### src/rtl/panel_input_conditioner.sv
// Front-panel conditioning: 1 ms tick, 2-flop synchronisers and per-channel debounce for 13 switches and 5 active-low keys,
// then the edge pulses, stop toggle and "next" stretcher that the traffic light controller consumes.
module panel_input_conditioner #(
   parameter int TICK_DIV     = 32768,
   parameter int DEBOUNCE_MS  = 16,
   parameter int NEXT_HOLD_MS = 1000,
   parameter int NSW          = 13
) (
   input  logic           clksrc1_1,
   input  logic           reset,
   input  logic [NSW-1:0] noisy,
   input  logic           next_key_n,
   input  logic           stop_key_n,
   input  logic           plus_key_n,
   input  logic           minus_key_n,
   input  logic           restore_key_n,
   output logic           ms_tick,
   output logic [NSW-1:0] clean,
   output logic [NSW-1:0] sw_rise,
   output logic           plus_pulse,
   output logic           minus_pulse,
   output logic           restore_pulse,
   output logic           stop_state,
   output logic           next_hold
);

   localparam int NCH       = NSW + 5;
   localparam int K_NEXT    = NSW;
   localparam int K_STOP    = NSW + 1;
   localparam int K_PLUS    = NSW + 2;
   localparam int K_MINUS   = NSW + 3;
   localparam int K_RESTORE = NSW + 4;
   localparam int TW        = $clog2(TICK_DIV);
   localparam int CW        = $clog2(DEBOUNCE_MS + 1);
   localparam int HW        = $clog2(NEXT_HOLD_MS + 1);

   localparam logic [TW-1:0]  TICK_LAST = TW'(TICK_DIV - 1);
   localparam logic [CW-1:0]  DEB_LAST  = CW'(DEBOUNCE_MS - 1);
   localparam logic [HW-1:0]  HOLD_LOAD = HW'(NEXT_HOLD_MS);
   // Keys idle high (released), switches idle low.
   localparam logic [NCH-1:0] IDLE_LVL  = {5'b11111, {NSW{1'b0}}};

   logic [TW-1:0]  tick_cnt;
   logic [NCH-1:0] raw;
   logic [NCH-1:0] sync_p0;
   logic [NCH-1:0] sync_p1;
   logic [NCH-1:0] lvl;
   logic [NCH-1:0] lvl_p;
   logic [CW-1:0]  deb_cnt [NCH];
   logic [HW-1:0]  hold_cnt;
   logic           press_stop;
   logic           press_plus;
   logic           press_minus;
   logic           press_restore;

   // Shared ms time base
   always_ff @(posedge clksrc1_1) begin
      if (reset) begin
         tick_cnt <= '0;
      end else if (tick_cnt == TICK_LAST) begin
         tick_cnt <= '0;
      end else begin
         tick_cnt <= tick_cnt + TW'(1);
      end
   end

   assign ms_tick = (tick_cnt == TICK_LAST);

   // Stage p0/p1: two-flop synchroniser for every raw input
   assign raw = {restore_key_n, minus_key_n, plus_key_n, stop_key_n, next_key_n, noisy};

   always_ff @(posedge clksrc1_1) begin
      if (reset) begin
         sync_p0 <= IDLE_LVL;
         sync_p1 <= IDLE_LVL;
      end else begin
         sync_p0 <= raw;
         sync_p1 <= sync_p0;
      end
   end

   // Debounce: a new level must persist across DEBOUNCE_MS ticks before it is taken
   always_ff @(posedge clksrc1_1) begin
      if (reset) begin
         lvl <= IDLE_LVL;
         for (int i = 0; i < NCH; i++) begin
            deb_cnt[i] <= '0;
         end
      end else begin
         for (int i = 0; i < NCH; i++) begin
            if (sync_p1[i] == lvl[i]) begin
               deb_cnt[i] <= '0;
            end else if (ms_tick) begin
               if (deb_cnt[i] == DEB_LAST) begin
                  lvl[i]     <= sync_p1[i];
                  deb_cnt[i] <= '0;
               end else begin
                  deb_cnt[i] <= deb_cnt[i] + CW'(1);
               end
            end
         end
      end
   end

   assign clean = lvl[NSW-1:0];

   // Key presses are debounced 1->0 transitions
   assign press_stop    = lvl_p[K_STOP]    & ~lvl[K_STOP];
   assign press_plus    = lvl_p[K_PLUS]    & ~lvl[K_PLUS];
   assign press_minus   = lvl_p[K_MINUS]   & ~lvl[K_MINUS];
   assign press_restore = lvl_p[K_RESTORE] & ~lvl[K_RESTORE];

   // Stage p2: registered edge pulses, stop toggle and next stretcher
   always_ff @(posedge clksrc1_1) begin
      if (reset) begin
         lvl_p         <= IDLE_LVL;
         sw_rise       <= '0;
         plus_pulse    <= 1'b0;
         minus_pulse   <= 1'b0;
         restore_pulse <= 1'b0;
         stop_state    <= 1'b0;
         hold_cnt      <= '0;
         next_hold     <= 1'b0;
      end else begin
         lvl_p         <= lvl;
         sw_rise       <= lvl[NSW-1:0] & ~lvl_p[NSW-1:0];
         // Restore wins over plus/minus; plus with minus cancels both.
         plus_pulse    <= press_plus  & ~press_minus & ~press_restore;
         minus_pulse   <= press_minus & ~press_plus  & ~press_restore;
         restore_pulse <= press_restore;
         stop_state    <= stop_state ^ press_stop;
         if (!lvl[K_NEXT]) begin
            hold_cnt <= HOLD_LOAD;
         end else if (ms_tick && (hold_cnt != '0)) begin
            hold_cnt <= hold_cnt - HW'(1);
         end
         next_hold     <= ~lvl[K_NEXT] | (hold_cnt != '0);
      end
   end

endmodule

### config.mk
export PLATFORM = sky130hd
export DESIGN_NAME = panel_input_conditioner
export DESIGN_NICKNAME = d
export VERILOG_FILES = /design/src/rtl/panel_input_conditioner.sv
export SDC_FILE = /design/constraint.sdc
export NUM_CORES = 1
export LEC_CHECK = 0
export ABC_AREA = 1
export CAP_MARGIN = 20
export CORE_UTILIZATION = 55
export CTS_BUF_LIST = sky130_fd_sc_hd__clkbuf_16
export DETAILED_ROUTE_END_ITERATION = 10
export GPL_TIMING_DRIVEN = 0
export PLACE_DENSITY = 0.77
export SLEW_MARGIN = 25
export SYNTH_ARGS = -nofsm -noshare
export SYNTH_HDL_FRONTEND = slang
export SYNTH_SLANG_ARGS = --single-unit
### constraint.sdc
create_clock -name clksrc1_1 -period 2.2 [get_ports clksrc1_1]
set_input_delay 0.44 -clock clksrc1_1 [delete_from_list [all_inputs] [get_ports clksrc1_1]]
set_output_delay 0.44 -clock clksrc1_1 [all_outputs]
set_load 0.005 [all_outputs]
==> reports/metrics.csv, run 1 <==
metric,value,unit
tritoncts,built,
startpoint_type,flop,
slowest_stage,sky130_fd_sc_hd__dfxtp_2,
synth.lib_cells_used.distinct,32,
synthToLayoutAreaGrowth,17.3,%
layout_filler_cell_count,1255,
clkLatencyLatePin,0.49,ns
synthesis.area,8880,µm²
max_slew.worst_pin.slew,0.684,ns
design.die.area,16700,µm²
yosysSeqAreaShare,0.562,
outcome,"complete, no violations",
path_delay_family,simple AND/OR/NAND/NOR gates,
fmaxAchievable,464,MHz
die-height,129,µm
synth-async-reset-ratio,0,
drc_violation_total_after_the_first_tritonroute_iteration,280,
synthDominantCellAreaShare,0.304,
dpl_worst_slack,-0.435,ns
ys_dominant_reg_cell,sky130_fd_sc_hd__dfxtp_1,
synth_warnings,0,
floorplan.core_area,15800,µm²
post-route-period-util,0.980,
route.detailed.wl_per_inst,12.4,µm
final_antenna_net_count,0,
final_layout_size_suffix_gt1_frac,0.117,
multi_input_area,3130,µm²
floorplan.initialDensity,0.561,
die-width,129,µm
setup_viol_count_final,0,
place.detailed.hpwl,10700,µm
timing.critical_path.arrival,1.72,ns
peakVddDrop,0.467,mV
buffer_ports.inserted,50,
place_congestion,0.821,
globalRouteOverflowTotal,0,
critical_path.endpoint_type,output pin,
mean_syn_cell_area,9.33,µm²
drt_first_pass_iters,5,
cts_buffer_depth,3,
synthDominantAreaCellType,sky130_fd_sc_hd__edfxtp_1,
grt.total_usage,0.200,
worst_ep_required,1.76,ns
ff_latch_area,4990,µm²
netlist_top_cells_count,"198 x sky130_fd_sc_hd__nor2_1, 168 x sky130_fd_sc_hd__inv_1, 114 x sky130_fd_sc_hd__dfxtp_1",
tritoncts_num_sinks,204,
synth_most_common_cell,sky130_fd_sc_hd__nor2_1,
power.density,720,nW/µm²
layout.nets,1090,
num_rows,46,
wl,15700,µm
path_cells,ha_4 > nand2_2 > nor2_4 > nand2_2 > nor2_4 > nand2_4 > inv_4 > clkdlybuf4s15_2,
timing.setup.tns,0,ns
power.leakage,4.57,nW
final.setup_skew,0.0117,ns
timing.slew.headroom,0.544,
timing.final.hold_violations,0,
synth_enable_flop_cells,90,
antenna_found_initial,0,
netlist_top_cells_area,"sky130_fd_sc_hd__edfxtp_1 30%, sky130_fd_sc_hd__dfxtp_1 26%, sky130_fd_sc_hd__nor2_1 8.4%",
hold_class,in -> reg,
io_pins,52,
cp_slowest_stage_delay,0.36,ns
ys_ff_latch,204,
postSynthNetCount,1009,
clockRootBuffer,sky130_fd_sc_hd__clkbuf_16,
route.detailed.drc,0,
clk_pin_slew_worst_paths,0.06,ns
period_needed,2.16,ns
timing.setup.critical_path_class,reg -> out,
timing.final.ws_setup,0.0433,ns
max_cap_violations,0,
cts_htree_levels,1,
vias,6050,
worst-path-max-fanout,2,
critical_path_buf_inv_count,2,
grt_start_max_net_pins,15,
syn_inst,951,
cts-buffers-inserted,21,
insertedDiodeCount,0,
first_global_vias,5899,
grt_first_pass_wirelength,26500,µm
vias_per_cell,4.79,
final-max-slew-violation-count,0,
## report_power, final
part / internal (mW) / total (mW) / leakage [nW] / switching [mW]
clock network: 1.86 / 3.25 / 0.339 / 1.39
logic: 0.0787 / 0.201 / 2.22 / 0.123
registers: 4.01 / 4.05 / 2.01 / 0.0400
## worst paths after layout
| check | startpoint | to | slack, ns | depth (start not counted) |
|---|---|---|---|---|
| max | tick_cnt[1] | ms_tick | 0.04 | 8 |
| min | reset | lvl_p[4] | 0.36 | 2 |
| max reg2reg | tick_cnt[1] | deb_cnt[12][0] | 0.11 | 10 |
| min reg2reg | lvl_p[5] | sw_rise[5] | 0.38 | 1 |
## cells in the final DEF, fill, tap and decap left out, types with 5 or more instances in the layout
cell,synthesis,layout
sky130_fd_sc_hd__xor2_1,42,42
sky130_fd_sc_hd__or2_2,15,15
sky130_fd_sc_hd__dfxtp_2,0,6
sky130_fd_sc_hd__clkbuf_16,0,21
sky130_fd_sc_hd__o21ai_0,20,20
sky130_fd_sc_hd__nor2_1,198,196
sky130_fd_sc_hd__nand3_4,9,9
sky130_fd_sc_hd__dfxtp_1,114,108
sky130_fd_sc_hd__nand4_1,11,11
sky130_fd_sc_hd__inv_1,168,172
sky130_fd_sc_hd__buf_4,13,22
sky130_fd_sc_hd__nand2_1,111,100
sky130_fd_sc_hd__clkbuf_1,9,8
sky130_fd_sc_hd__xnor2_1,6,6
sky130_fd_sc_hd__nor3_1,11,11
sky130_fd_sc_hd__clkdlybuf4s50_1,0,49
sky130_fd_sc_hd__nand2_2,1,12
sky130_fd_sc_hd__ha_1,38,37
sky130_fd_sc_hd__nor3_2,9,9
sky130_fd_sc_hd__edfxtp_1,90,90
sky130_fd_sc_hd__nand3_1,52,52
sky130_fd_sc_hd__a21oi_1,12,12
sky130_fd_sc_hd__buf_2,5,5
sky130_fd_sc_hd__inv_2,1,6
## through the flow
step	cells	area, µm²	util	total power, mW	hold slack, ns
floorplan	951	8880	-	4.23	0.367
global placement	1217	9650	0.610	4.31	0.371
detailed placement	1217	9650	0.610	4.31	0.370
CTS	1262	10400	0.655	7.57	0.350
global route	1263	10400	0.658	7.77	0.389
finish	1263	10400	0.658	7.50	0.360
## layout make-up
| cell class | count | share of cell area |
|---|---|---|
| plain buffers | 30 | 0.0181 |
| clock buffers | 21 | 0.0505 |
| clock inverters | 17 | 0.0102 |
| inverters | 169 | 0.0612 |
| multi-input cells | 548 | 0.301 |
| flip-flops and latches | 204 | 0.480 |
| well taps | 216 | 0.0260 |
| repair buffers | 58 | 0.0540 |
## logic make-up after synthesis
logic type / count (synthesis) / share of synthesized area
xor+xnor: 48 / 0.0474
simple gates: 429 / 0.227
fa+ha+maj: 38 / 0.0536
buf+inv: 199 / 0.0922
flops: 204 / 0.562
compound gates: 33 / 0.0187
## registers in the layout (all words and copies together), names as in the netlist
name / cells
tick_cnt: 15
sync_p1: 18
hold_cnt: 10
lvl_p: 17
deb_cnt: 90
plus_pulse: 1
next_hold: 1
stop_state: 1
lvl: 18
minus_pulse: 1
restore_pulse: 1
sw_rise: 13
sync_p0: 18
## what timing repair did
action	CTS	global route
resized for setup	21	11
buffers inserted	7	1
endpoints found under the setup margin	51	23
cloned	0	0
hold buffers	0	0
pin swaps	4	2
## layer usage
metal | up-vias | wire [µm] | global-route usage
li1 | 3139 | - | -
met2 | 115 | 7800 | 0.366
met1 | 2769 | 7000 | 0.243
met4 | 0 | 270 | 0.0547
met5 | - | 0 | 0
met3 | 27 | 649 | 0.0351
Note: power is estimated with default switching activity, not from simulation.
==> run 2, diff against run 1 <==
- DONT_BUFFER_PORTS: default -> 1
- PLACE_DENSITY: 0.77 -> 0.73
==> run 2 against run 1 <==
Clock-buffer cell count increased by 1. Utilization decreased by 3.4 points. Die area unchanged. Via count decreased by 4.2%. Routed wire length decreased by 1.1%. Maximum frequency increased by 1.8%. Design area decreased by 5.2%. Cell count decreased by 4.4%. Sequential power about the same. Flip-flop and latch count unchanged. Highest routed layer unchanged.
==> reports/metrics.csv, run 2 (synthesized netlist as in run 1, its figures left out) <==
metric,value,unit,change
max_cap_violations,0,,unchanged
cts_buffer_depth,3,,unchanged
critical_path.endpoint_type,flop,,was output pin
rsz0062_at_grt,true,,
final_layout_size_suffix_gt1_frac,0.102,,was 0.117
floorplan.initialDensity,0.561,,unchanged
timing.critical_path.arrival,2.29,ns,was 1.72 ns
globalRouteOverflowTotal,0,,unchanged
timing.final.ws_setup,0.0825,ns,was 0.0433 ns
place.detailed.hpwl,10600,µm,was 10700 µm
hold_class,in -> reg,,unchanged
cts-buffers-inserted,21,,unchanged
layout_filler_cell_count,1310,,was 1255
clk_pin_slew_worst_paths,0.06,ns,about the same
drt_first_pass_iters,5,,unchanged
outcome,"complete, no violations",,unchanged
timing.slew.headroom,0.530,,was 0.544
drc_violation_total_after_the_first_tritonroute_iteration,294,,was 280
timing.final.hold_violations,0,,unchanged
worst_ep_required,2.38,ns,was 1.76 ns
vias,5798,,was 6050
mostFrequentLayoutCell,sky130_fd_sc_hd__nor2_1,,unchanged
most_frequent_cells_in_the_layout,"196 x sky130_fd_sc_hd__nor2_1, 173 x sky130_fd_sc_hd__inv_1, 112 x sky130_fd_sc_hd__dfxtp_1, 107 x sky130_fd_sc_hd__nand2_1, 90 x sky130_fd_sc_hd__edfxtp_1",,"was 196 x sky130_fd_sc_hd__nor2_1, 172 x sky130_fd_sc_hd__inv_1, 108 x sky130_fd_sc_hd__dfxtp_1, 100 x sky130_fd_sc_hd__nand2_1, 90 x sky130_fd_sc_hd__edfxtp_1"
startpoint_type,flop,,unchanged
fmaxAchievable,472,MHz,was 464 MHz
post-layout-total-power,7.54,mW,was 7.50 mW
post-route-period-util,0.963,,was 0.980
worst-path-max-fanout,10,,was 2
timing.setup.tns,0,ns,unchanged
tritoncts,built,,unchanged
design.die.area,16700,µm²,unchanged
final_antenna_net_count,0,,unchanged
largest_register_ff_count,90,,unchanged
clockRootBuffer,sky130_fd_sc_hd__clkbuf_16,,unchanged
clkLatencyLatePin,0.49,ns,about the same
floorplan.core_area,15800,µm²,unchanged
wl,15500,µm,was 15700 µm
insertedDiodeCount,0,,unchanged
instances_no_fill,1208,,was 1263
timing.setup.critical_path_class,reg -> reg,,was reg -> out
numPlacedInstances,1167,,was 1217
max_slew.worst_pin.slew,0.705,ns,was 0.684 ns
peakVddDrop,0.621,mV,was 0.467 mV
die-width,129,µm,unchanged
multi_input_area,3100,µm²,was 3130 µm²
final.setup_skew,0.00865,ns,was 0.0117 ns
first_global_vias,5638,,was 5899
route.detailed.drc,0,,unchanged
hold_ws,0.0421,ns,was 0.360 ns
grt_start_max_net_pins,15,,unchanged
ctsHoldBuffers,0,,unchanged
tritoncts_num_sinks,204,,unchanged
antenna_found_initial,0,,unchanged
io_pins,52,,unchanged
buffer_ports.inserted,0,,was 50
place_congestion,0.843,,was 0.821
cts_htree_levels,1,,unchanged
vias_per_cell,4.80,,was 4.79
layout.nets,1035,,was 1090
ff_latch_area,4990,µm²,about the same
num_rows,46,,unchanged
final-max-slew-violation-count,0,,unchanged
period_needed,2.12,ns,was 2.16 ns
grt.total_usage,0.198,,was 0.200
power.density,764,nW/µm²,was 720 nW/µm²
power.leakage,4.39,nW,was 4.57 nW
synthToLayoutAreaGrowth,11.1,%,was 17.3%
route.detailed.wl_per_inst,12.9,µm,was 12.4 µm
setup_viol_count_final,0,,unchanged
dpl_worst_slack,-0.544,ns,was -0.435 ns
die-height,129,µm,unchanged
grt_first_pass_wirelength,26200,µm,was 26500 µm
largest-register,deb_cnt,,unchanged
run 2: final cells by class:
cell class / instances / share of cell area
sequential: 204 / 0.506
multi-input combinational: 548 / 0.314
inverter: 169 / 0.0646
clock buffer: 22 / 0.0558
tap: 216 / 0.0274
buffer: 30 / 0.0193
clock inverter: 16 / 0.00977
timing repair buffer: 3 / 0.00355
run 2: power by group:
group          total [mW]  leakage (nW)  internal, mW  switching (mW)
Combinational       0.163          2.03        0.0466           0.117
Sequential           4.04          2.01          4.00          0.0379
Clock                3.33         0.346          1.92            1.41
run 2: critical path, cell delays in order (launching register included):
cell and delay, ns:
sky130_fd_sc_hd__dfxtp_2 0.35, sky130_fd_sc_hd__ha_1 0.16, sky130_fd_sc_hd__nand2_1 0.10, sky130_fd_sc_hd__nor2_4 0.12, sky130_fd_sc_hd__nand2_4 0.09, sky130_fd_sc_hd__nor2_2 0.19, sky130_fd_sc_hd__nor2_1 0.08, sky130_fd_sc_hd__clkbuf_4 0.25
sky130_fd_sc_hd__buf_4 0.25, sky130_fd_sc_hd__nand2_1 0.21
run 2: worst paths after layout:
path / cells past startpoint / to / slack [ns] / startpoint
max: 9 / deb_cnt[9][3] / 0.08 / tick_cnt[0]
min: 2 / sync_p0[10] / 0.04 / noisy[10]
max reg2reg: 9 / deb_cnt[9][3] / 0.08 / tick_cnt[0]
min reg2reg: 1 / sw_rise[7] / 0.38 / lvl_p[7]
run 2: timing repair:
item,CTS,global route
hold endpoints to repair,0,0
setup buffers,0,3
gates cloned,0,0
pin swaps,1,0
gates resized for setup,10,5
setup endpoints to repair,51,41
run 2: per-layer routing:
metal / track usage / vias up / part of all wire
met5: 0 / - / 0
met2: 0.334 / 97 / 0.47
li1: - / 3028 / -
met3: 0.0359 / 22 / 0.045
met4: 0.0574 / 0 / 0.016
met1: 0.262 / 2651 / 0.47
run 2: metrics by stage:
step                      utilization  cell area, µm²
after floorplan                     -            8880
after global placement          0.578            9150
after detailed placement        0.578            9150
after CTS                       0.620            9820
after global routing            0.623            9870
final                           0.623            9870
==> run 3, diff against run 2 <==
- CORE_MARGIN: default -> 2
==> run 3 against run 2 <==
Power increased by 4.0%. Utilization increased by 0.39 points. Non-clock buffer count unchanged. First-iteration DRC count increased by 4.8%. Flip-flop and latch count unchanged. Critical path depth decreased by 2. Global-route usage decreased by 1.4 points. Register-to-register slack improved by 0.06 ns. Clock skew increased by 0.0021 ns. Clock-buffer cell count increased by 1. Critical path type is now reg -> out. Largest power group unchanged. Highest routed layer unchanged.
==> reports/metrics.csv, run 3 (synthesized netlist as in run 1, its figures left out) <==
metric,value,unit,change
timing.slew.headroom,0.511,,was 0.530
power.leakage,4.40,nW,was 4.39 nW
r2r-start,tick_cnt[0],,unchanged
route.detailed.drc,0,,unchanged
hold_class,in -> reg,,unchanged
most_frequent_cells_in_the_layout,"196 x sky130_fd_sc_hd__nor2_1, 175 x sky130_fd_sc_hd__inv_1, 113 x sky130_fd_sc_hd__dfxtp_1, 103 x sky130_fd_sc_hd__nand2_1, 90 x sky130_fd_sc_hd__edfxtp_1",,"was 196 x sky130_fd_sc_hd__nor2_1, 173 x sky130_fd_sc_hd__inv_1, 112 x sky130_fd_sc_hd__dfxtp_1, 107 x sky130_fd_sc_hd__nand2_1, 90 x sky130_fd_sc_hd__edfxtp_1"
io_pins,52,,unchanged
worst-path-max-fanout,5,,was 10
final.setup_skew,0.0107,ns,was 0.00865 ns
grt.total_usage,0.184,,was 0.198
insertedDiodeCount,0,,unchanged
drc_violation_total_after_the_first_tritonroute_iteration,308,,was 294
design.die.area,17200,µm²,was 16700 µm²
vias,5804,,was 5798
peakVddDrop,0.541,mV,was 0.621 mV
place.detailed.hpwl,10400,µm,was 10600 µm
drt_first_pass_iters,4,,was 5
grt_first_pass_wirelength,25000,µm,was 26200 µm
die-height,131,µm,was 129 µm
final_antenna_net_count,0,,unchanged
setup_viol_count_final,0,,unchanged
post-route-period-util,0.959,,was 0.963
place_congestion,0.811,,was 0.843
rsz0062_at_grt,false,,was true
worst_ep_required,1.76,ns,was 2.38 ns
grt_start_max_net_pins,14,,was 15
floorplan.core_area,15800,µm²,unchanged
timing.final.hold_violations,0,,unchanged
r2r_cells,9,,unchanged
wl,15100,µm,was 15500 µm
tritoncts_num_sinks,204,,unchanged
clkLatencyLatePin,0.50,ns,was 0.49 ns
mostFrequentLayoutCell,sky130_fd_sc_hd__nor2_1,,unchanged
final_layout_size_suffix_gt1_frac,0.105,,was 0.102
timing.setup.critical_path_class,reg -> out,,was reg -> reg
max_cap_violations,0,,unchanged
clk_pin_slew_worst_paths,0.05,ns,was 0.06 ns
first_global_vias,5448,,was 5638
antenna_found_initial,0,,unchanged
hold_ws,0.0472,ns,was 0.0421 ns
hold_start,minus_key_n,,was noisy[10]
fmaxAchievable,474,MHz,was 472 MHz
layout_filler_cell_count,1304,,was 1310
cts-buffers-inserted,22,,was 21
clockRootBuffer,sky130_fd_sc_hd__clkbuf_16,,unchanged
cts_htree_levels,1,,unchanged
timing.setup.tns,0,ns,unchanged
ctsHoldBuffers,0,,unchanged
tritoncts,built,,unchanged
period_needed,2.11,ns,was 2.12 ns
layout.nets,1036,,was 1035
numPlacedInstances,1167,,unchanged
multi_input_area,3100,µm²,unchanged
ff_latch_area,4990,µm²,about the same
largest-register,deb_cnt,,unchanged
largest_register_ff_count,90,,unchanged
critical_path.endpoint_type,output pin,,was flop
num_rows,46,,unchanged
max_slew.worst_pin.slew,0.734,ns,was 0.705 ns
die-width,131,µm,was 129 µm
synthToLayoutAreaGrowth,11.8,%,was 11.1%
globalRouteOverflowTotal,0,,unchanged
buffer_ports.inserted,0,,unchanged
startpoint_type,flop,,unchanged
final-max-slew-violation-count,0,,unchanged
hold_path_depth,1,,was 2
timing.critical_path.arrival,1.67,ns,was 2.29 ns
worst_setup_path_startpoint,tick_cnt[0],,unchanged
vias_per_cell,4.80,,about the same
instances_no_fill,1210,,was 1208
power.density,790,nW/µm²,was 764 nW/µm²
outcome,"complete, no violations",,unchanged
floorplan.initialDensity,0.561,,unchanged
route.detailed.wl_per_inst,12.5,µm,was 12.9 µm
cts_buffer_depth,3,,unchanged
-- run 3: final cells by class --
cell class	instances	share of cell area
flip-flops and latches	204	0.502
multi-input cells	548	0.312
inverters	169	0.0642
clock buffers	23	0.0580
well taps	216	0.0272
plain buffers	30	0.0192
clock inverters	17	0.0147
repair buffers	3	0.00227
-- run 3: path summary, 6_finish.rpt --
| path | endpoint | slack, ns |
|---|---|---|
| min reg2reg | sw_rise[9] | 0.37 |
| min | sync_p0[16] | 0.05 |
| max | ms_tick | 0.09 |
| max reg2reg | deb_cnt[9][3] | 0.14 |
-- run 3: worst max-delay path, cell delays in order, from the launching register on --
cell                      delay [ns]
sky130_fd_sc_hd__dfxtp_2        0.34
sky130_fd_sc_hd__ha_1           0.16
sky130_fd_sc_hd__nand2_1        0.07
sky130_fd_sc_hd__nor2_2         0.11
sky130_fd_sc_hd__nand2_2        0.12
sky130_fd_sc_hd__nor2_4         0.16
sky130_fd_sc_hd__nand2_4        0.12
sky130_fd_sc_hd__inv_4          0.10
-- run 3: what timing repair did --
action / 4_1_cts / 5_1_grt
setup buffers: 1 / 2
setup endpoints to repair: 51 / 51
resized for setup: 5 / 11
pin swaps: 1 / 2
-- run 3: through the flow --
step | setup WS, ns | utilization | cell area (µm²) | total power, mW
6_report | 0.0907 | 0.627 | 9930 | 7.84
5_1_grt | 0.000528 | 0.627 | 9930 | 8.08
4_1_cts | 0.0168 | 0.625 | 9890 | 7.92
3_5_place_dp | -0.485 | 0.578 | 9150 | 4.28
3_3_place_gp | -0.466 | 0.578 | 9150 | 4.28
2_1_floorplan | 0.350 | - | 8880 | 4.23
-- run 3: report_power, final --
group	total [mW]	switching (mW)	leakage (nW)	internal, mW
sequential	4.04	0.0373	2.01	4.01
combinational	0.164	0.117	2.01	0.0470
clock	3.63	1.40	0.385	2.23
total	7.84	1.56	4.40	6.28
-- run 3: routing by layer --
layer	wire length (µm)	GRT usage	up-vias
met5	0	0	-
met4	389	0.0601	0
met3	824	0.0338	35
met2	6890	0.303	115
met1	7000	0.246	2623
li1	-	-	3031
